$ cat src/rtl/instr_fetch_unit_pkg.sv
// Shared constants for the instruction fetch unit: default widths, reset PC,
// prefetch queue depth and the fetch stride.
package instr_fetch_unit_pkg;

    localparam int unsigned IFU_ADDR_W     = 32;
    localparam int unsigned IFU_DATA_W     = 32;
    localparam int unsigned IFU_FIFO_DEPTH = 4;
    localparam int unsigned IFU_WORD_BYTES = 4;

    localparam logic [IFU_ADDR_W-1:0] IFU_RESET_PC = 32'h0000_0000;

endpackage

$ cat src/rtl/instr_fetch_unit_fetch_fifo.sv
// Prefetch queue for the fetch unit: synchronous FIFO of {instr, pc} entries.
// Ports:
//   clock, reset      - clock and synchronous active-low reset
//   push, push_data   - enqueue an entry (ignored when full unless popping)
//   pop               - dequeue the head (ignored when empty)
//   flush             - drop all entries; a same-cycle pop still retires first
//   count             - current occupancy (0..DEPTH)
//   head              - entry at the read pointer
module instr_fetch_unit_fetch_fifo
    import instr_fetch_unit_pkg::*;
#(
    parameter int unsigned WIDTH = IFU_DATA_W + IFU_ADDR_W,
    parameter int unsigned DEPTH = IFU_FIFO_DEPTH,
    localparam int unsigned PTR_W = $clog2(DEPTH),
    localparam int unsigned CNT_W = PTR_W + 1
) (
    input  logic             clock,
    input  logic             reset,
    input  logic             push,
    input  logic [WIDTH-1:0] push_data,
    input  logic             pop,
    input  logic             flush,
    output logic [CNT_W-1:0] count,
    output logic [WIDTH-1:0] head
);

    logic [WIDTH-1:0] mem_q [DEPTH];
    logic [WIDTH-1:0] mem_d [DEPTH];
    logic [PTR_W-1:0] rd_ptr_q, rd_ptr_d;
    logic [PTR_W-1:0] wr_ptr_q, wr_ptr_d;
    logic [CNT_W-1:0] count_q, count_d;
    logic             do_push;
    logic             do_pop;

    // Next-state: pop retires before flush; flush wins over push.
    always_comb begin
        mem_d    = mem_q;
        rd_ptr_d = rd_ptr_q;
        wr_ptr_d = wr_ptr_q;
        count_d  = count_q;
        do_pop   = pop && (count_q != '0);
        do_push  = push && ((count_q != CNT_W'(DEPTH)) || do_pop);

        if (do_pop) begin
            rd_ptr_d = rd_ptr_q + PTR_W'(1);
        end

        if (flush) begin
            wr_ptr_d = rd_ptr_d;
            count_d  = '0;
        end else begin
            if (do_push) begin
                mem_d[wr_ptr_q] = push_data;
                wr_ptr_d        = wr_ptr_q + PTR_W'(1);
            end
            case ({do_push, do_pop})
                2'b10:   count_d = count_q + CNT_W'(1);
                2'b01:   count_d = count_q - CNT_W'(1);
                default: count_d = count_q;
            endcase
        end
    end

    // Storage is cleared on reset so the head reads as zero afterwards.
    always_ff @(posedge clock) begin
        if (!reset) begin
            mem_q    <= '{default: '0};
            rd_ptr_q <= '0;
            wr_ptr_q <= '0;
            count_q  <= '0;
        end else begin
            mem_q    <= mem_d;
            rd_ptr_q <= rd_ptr_d;
            wr_ptr_q <= wr_ptr_d;
            count_q  <= count_d;
        end
    end

    assign count = count_q;
    assign head  = mem_q[rd_ptr_q];

endmodule

$ cat src/rtl/instr_fetch_unit.sv
// Instruction fetch unit: owns the PC, issues word reads to instruction memory
// (fixed 1-cycle read latency), buffers returned words in a prefetch queue and
// presents {instr, instr_pc} over valid/ready. A redirect flushes the queue and
// drops any response still in flight.
// Ports:
//   clock, reset                  - clock and synchronous active-low reset
//   imem_req, imem_addr           - read request / word-aligned address
//   imem_rvalid, imem_rdata       - read response (one cycle after request)
//   instr_valid, instr_ready      - queue head handshake
//   instr, instr_pc               - queue head word and its address
//   redirect_valid, redirect_pc   - PC change from execute
//   redirect_misal                - one-cycle pulse for a misaligned redirect target
module instr_fetch_unit
    import instr_fetch_unit_pkg::*;
#(
    parameter int unsigned          ADDR_W     = IFU_ADDR_W,
    parameter int unsigned          DATA_W     = IFU_DATA_W,
    parameter logic [ADDR_W-1:0]    RESET_PC   = ADDR_W'(IFU_RESET_PC),
    parameter int unsigned          FIFO_DEPTH = IFU_FIFO_DEPTH
) (
    input  logic              clock,
    input  logic              reset,
    output logic              imem_req,
    output logic [ADDR_W-1:0] imem_addr,
    input  logic              imem_rvalid,
    input  logic [DATA_W-1:0] imem_rdata,
    output logic              instr_valid,
    input  logic              instr_ready,
    output logic [DATA_W-1:0] instr,
    output logic [ADDR_W-1:0] instr_pc,
    input  logic              redirect_valid,
    input  logic [ADDR_W-1:0] redirect_pc,
    output logic              redirect_misal
);

    localparam int unsigned CNT_W   = $clog2(FIFO_DEPTH) + 1;
    localparam int unsigned ENTRY_W = DATA_W + ADDR_W;

    logic [ADDR_W-1:0]  fetch_pc_q, fetch_pc_d;
    logic [ADDR_W-1:0]  resp_pc_q, resp_pc_d;
    logic               inflight_q, inflight_d;
    logic               discard_q, discard_d;
    logic               misal_q, misal_d;

    logic [CNT_W-1:0]   fifo_count;
    logic [ENTRY_W-1:0] fifo_head;
    logic               issue_c;
    logic               push_c;
    logic               pop_c;

    // Credit check counts the in-flight word so a response always has a slot.
    // Deliberately independent of instr_ready.
    assign issue_c = reset && !redirect_valid &&
                     ((fifo_count + CNT_W'(inflight_q)) < CNT_W'(FIFO_DEPTH));

    assign push_c = imem_rvalid && !discard_q && !redirect_valid;
    assign pop_c  = instr_valid && instr_ready;

    // PC, response tracking, discard and misalign pulse next-state.
    always_comb begin
        fetch_pc_d = fetch_pc_q;
        resp_pc_d  = resp_pc_q;
        inflight_d = issue_c;
        discard_d  = 1'b0;
        misal_d    = 1'b0;

        if (issue_c) begin
            resp_pc_d = fetch_pc_q;
        end

        if (redirect_valid) begin
            fetch_pc_d = {redirect_pc[ADDR_W-1:2], 2'b00};
            discard_d  = inflight_q;
            misal_d    = (redirect_pc[1:0] != 2'b00);
        end else if (issue_c) begin
            fetch_pc_d = fetch_pc_q + ADDR_W'(IFU_WORD_BYTES);
        end
    end

    // Reset sets discard so a response landing right after release is dropped.
    always_ff @(posedge clock) begin
        if (!reset) begin
            fetch_pc_q <= RESET_PC;
            resp_pc_q  <= '0;
            inflight_q <= 1'b0;
            discard_q  <= 1'b1;
            misal_q    <= 1'b0;
        end else begin
            fetch_pc_q <= fetch_pc_d;
            resp_pc_q  <= resp_pc_d;
            inflight_q <= inflight_d;
            discard_q  <= discard_d;
            misal_q    <= misal_d;
        end
    end

    instr_fetch_unit_fetch_fifo #(
        .WIDTH (ENTRY_W),
        .DEPTH (FIFO_DEPTH)
    ) u_fetch_fifo (
        .clock     (clock),
        .reset     (reset),
        .push      (push_c),
        .push_data ({imem_rdata, resp_pc_q}),
        .pop       (pop_c),
        .flush     (redirect_valid),
        .count     (fifo_count),
        .head      (fifo_head)
    );

    assign imem_req       = issue_c;
    assign imem_addr      = fetch_pc_q;
    assign instr_valid    = (fifo_count != '0);
    assign instr          = fifo_head[ENTRY_W-1:ADDR_W];
    assign instr_pc       = fifo_head[ADDR_W-1:0];
    assign redirect_misal = misal_q;

endmodule

$ cat config.mk
export PLATFORM = sky130hd
export DESIGN_NAME = instr_fetch_unit
export DESIGN_NICKNAME = d
export VERILOG_FILES = /design/src/rtl/instr_fetch_unit_pkg.sv /design/src/rtl/instr_fetch_unit_fetch_fifo.sv /design/src/rtl/instr_fetch_unit.sv
export SDC_FILE = /design/constraint.sdc
export NUM_CORES = 1
export LEC_CHECK = 0
export CAP_MARGIN = 20
export CORE_MARGIN = 10
export CORE_UTILIZATION = 45
export CTS_CLUSTER_SIZE = 25
export DETAILED_ROUTE_END_ITERATION = 8
export GPL_TIMING_DRIVEN = 0
export PLACE_DENSITY = 0.7
export SLEW_MARGIN = 20
export SYNTH_ARGS = -nofsm -noshare
export SYNTH_HDL_FRONTEND = slang
export SYNTH_SLANG_ARGS = --single-unit
$ cat constraint.sdc
create_clock -name clock -period 7 [get_ports clock]
set_clock_uncertainty 0.05 [all_clocks]
set_input_delay 1.05 -clock clock [delete_from_list [all_inputs] [get_ports clock]]
set_output_delay 1.05 -clock clock [all_outputs]
set_load 0.005 [all_outputs]
==> summary.md <==
| Metric | Value |
|---|---|
| Rel. slew slack | `30.8%` |
| Most frequent cells in the layout | `nand2_1, dfxtp_1, a21oi_1` |
| Critical path launch point type | `input pin` |
| Layout overhead on the synthesized area | `24.4%` |
| Post-synthesis sequential area ratio | `48.2%` |
| DR vias/cell | `5.48` |
| Die Wd | `191 um` |
| Worst reg-to-reg setup slack | `4500 ps` |
| RSZ-0062 raised after global routing | `false` |
| Via count | `11900` |
| Chip Height | `191 um` |
| # nets final | `1834` |
| Tot GR Track Use | `21.9%` |
| CTS tree | `built` |
| Die ar. | `36600 um2` |
| Port bufs | `162` |
| Commonest non-fill, non-tap cell in the layout | `nand2_1` |
| Max VDD drop | `0.145 mV` |
| DR pass1 iterations | `5` |
| Antenna viol nets, final | `0` |
| Synth async-reset ratio | `0%` |
| Drt initial violations | `1065` |
| Ys Warns | `0` |
| Top post-synthesis cells by area | `dfxtp_1, nand2_1, mux4_2` |
| LEAKAGE | `5.47 nW` |
| Vias in the first global route | `11800` |
| Synth unique cells | `44` |
| Endpoints failing hold | `0` |
| CTS Hold Bufs | `0` |
| Final Setup Violations | `0` |
| Detailed Route WL | `40900 um` |
| Fmax | `229 MHz` |
| Primary FF master, synth | `dfxtp_1` |
| Share of post-route cells with drive strength above 1 | `10.4%` |
| Antenna Cells | `0` |
| Crit path largest cell delay | `660 ps` |
| Clock sink count | `318` |
| Yosys top cell by area | `dfxtp_1` |
| Synth Cell Area | `13200 um2` |
| Rows | `62` |
| Starting Density | `45.8%` |
| Status | `complete, no violations` |
| Critical path's most frequent cell | `clkdlybuf4s50_1` |
| Slew at the pin closest to its max-slew limit | `1030 ps` |
| Power per standard cell area | `239 nW/um2` |
| EDFF count, synth | `0` |
| WS Path Type | `input pin to primary output` |
| Wire length per cell | `18.9 um` |
| Clock Latency Late Sink | `510 ps` |
| Top-area cell type share of the netlist area | `48.2%` |
| Final Max Tran Viols | `0` |
| Req. time, crit path | `5900 ps` |
| Post-DP HPWL | `28200 um` |
| FF+latch area | `6370 um2` |
| Worst-path cell chain | `clkdlybuf4s50_1 -> nor2_1 -> nand2_2 -> inv_1 -> buf_1 -> clkdlybuf4s50_1` |
| # DRC | `0` |
| I/O pins | `168` |
| Clock buffer count from CTS | `35` |
| HP Class | `flop to flop` |
| Post-route minimum period | `4360 ps` |
| Crit-path slowest cell | `clkdlybuf4s50_1` |
| Maxcap violations | `0` |
| Crit path max fanout | `10` |
| Critical path arrival | `3260 ps` |
| Clock root cell | `clkbuf_16` |
| Clock buffer depth | `3` |
| Setup tns final | `0 ps` |
| Fin crit share | `62.3%` |
| Post-synthesis area per instance | `8.49 um2` |
| Gate Count Post-Synth | `1556` |
| Clock-pin slew on the worst setup and hold paths | `60 ps` |
| Total setup buffers inserted after CTS | `0` |
| # H-tree levels | `2` |
| CTS resizes | `0` |
| Initial antenna violation count | `1` |
| Core ar. | `28900 um2` |
| First-pass GRT wire length | `64500 um` |
| Gr ovfl total | `0` |
| Fillers | `2633` |
| Multi-input gate area | `6240 um2` |
| Largest net degree at the start of global routing | `14` |
| GP Congestion | `0.877` |
| Total power | `3.92 mW` |
| Register bit count reported by yosys | `318` |
| CP Capture Type | `primary output` |
-- metrics by stage --
stage               cells  utilization [%]  hold WS [ps]  area [um2]  worst slack, ps
global route         2163             57.0           421       16400             2540
CTS                  2163             57.0           403       16400             2710
detailed placement   2105             53.1           395       15300             2720
global placement     2105             53.1           389       15300             2730
floorplan            1559                -           378       13200             3900
finish               2163             57.0           401       16400             2640
-- registers in the layout (all words and copies together), names as in the netlist --
| register | flops |
|---|---|
| resp_pc_q | 30 |
| discard_q | 1 |
| inflight_q | 1 |
| u_fetch_fifo.wr_ptr_q | 2 |
| imem_addr | 30 |
| u_fetch_fifo.count | 3 |
| redirect_misal | 1 |
| u_fetch_fifo.rd_ptr_q | 2 |
| u_fetch_fifo.mem_q | 248 |
-- final timing paths --
check,endpoint,depth (start not counted),startpoint
setup reg to reg,u_fetch_fifo.count[2]$_SDFFE_PN0P_,10,u_fetch_fifo.count[2]$_SDFFE_PN0P_
setup / recovery,imem_req,6,redirect_valid
hold / removal,u_fetch_fifo.mem_q[122]$_SDFFE_PN0P_,2,u_fetch_fifo.mem_q[122]$_SDFFE_PN0P_
hold reg to reg,u_fetch_fifo.mem_q[122]$_SDFFE_PN0P_,2,u_fetch_fifo.mem_q[122]$_SDFFE_PN0P_
-- layout make-up --
cell class / instances / area share, %
clock buffer: 49 / 6.27
tap: 384 / 2.92
timing repair buffer: 162 / 9.87
multi-input combinational: 1107 / 37.9
buffer: 122 / 3.52
inverter: 12 / 0.274
sequential: 318 / 38.7
clock inverter: 9 / 0.457
-- cells in the mapped netlist, types with 6 or more instances --
cell,instances
a21oi_1,272
a31oi_1,12
and2_1,13
buf_2,43
buf_4,18
clkbuf_1,58
dfxtp_1,318
ha_1,6
inv_1,11
mux4_2,62
nand2_1,585
nand3_1,32
nand4_1,14
nor2_1,16
o21ai_0,12
o22ai_1,8
xnor2_1,6
xor2_1,22
-- worst max-delay path, delay by kind of cell --
family,cells,cell delay (ps)
buf+inv,4,1820
simple gates,2,390
-- logic make-up (layout without fill, tap and decap cells) --
kind of cell	Yosys count	after routing	share of synthesized area [%]
AO/OA/AOI/OAI	323	323	12.9
other	1	4	0.0284
adder cells (fa/ha/maj)	7	7	0.719
buffers and inverters	134	354	4.72
flip-flops	318	318	48.2
XOR/XNOR	29	29	1.98
AND/OR/NAND/NOR	681	681	20.8
multiplexers	63	63	10.7
-- routing by layer --
layer	global-route usage [%]	wire (um)
met1	28.6	17300
met2	35.5	19100
met3	5.65	3890
met4	5.08	602
met5	0	8
-- power breakdown --
part | switching (mW) | total (mW) | internal [mW]
Combinational | 0.139 | 0.256 | 0.117
Clock | 0.719 | 1.78 | 1.06
Sequential | 0.0431 | 1.89 | 1.84
Total | 0.902 | 3.92 | 3.02
(Power assumes the default switching activity.)
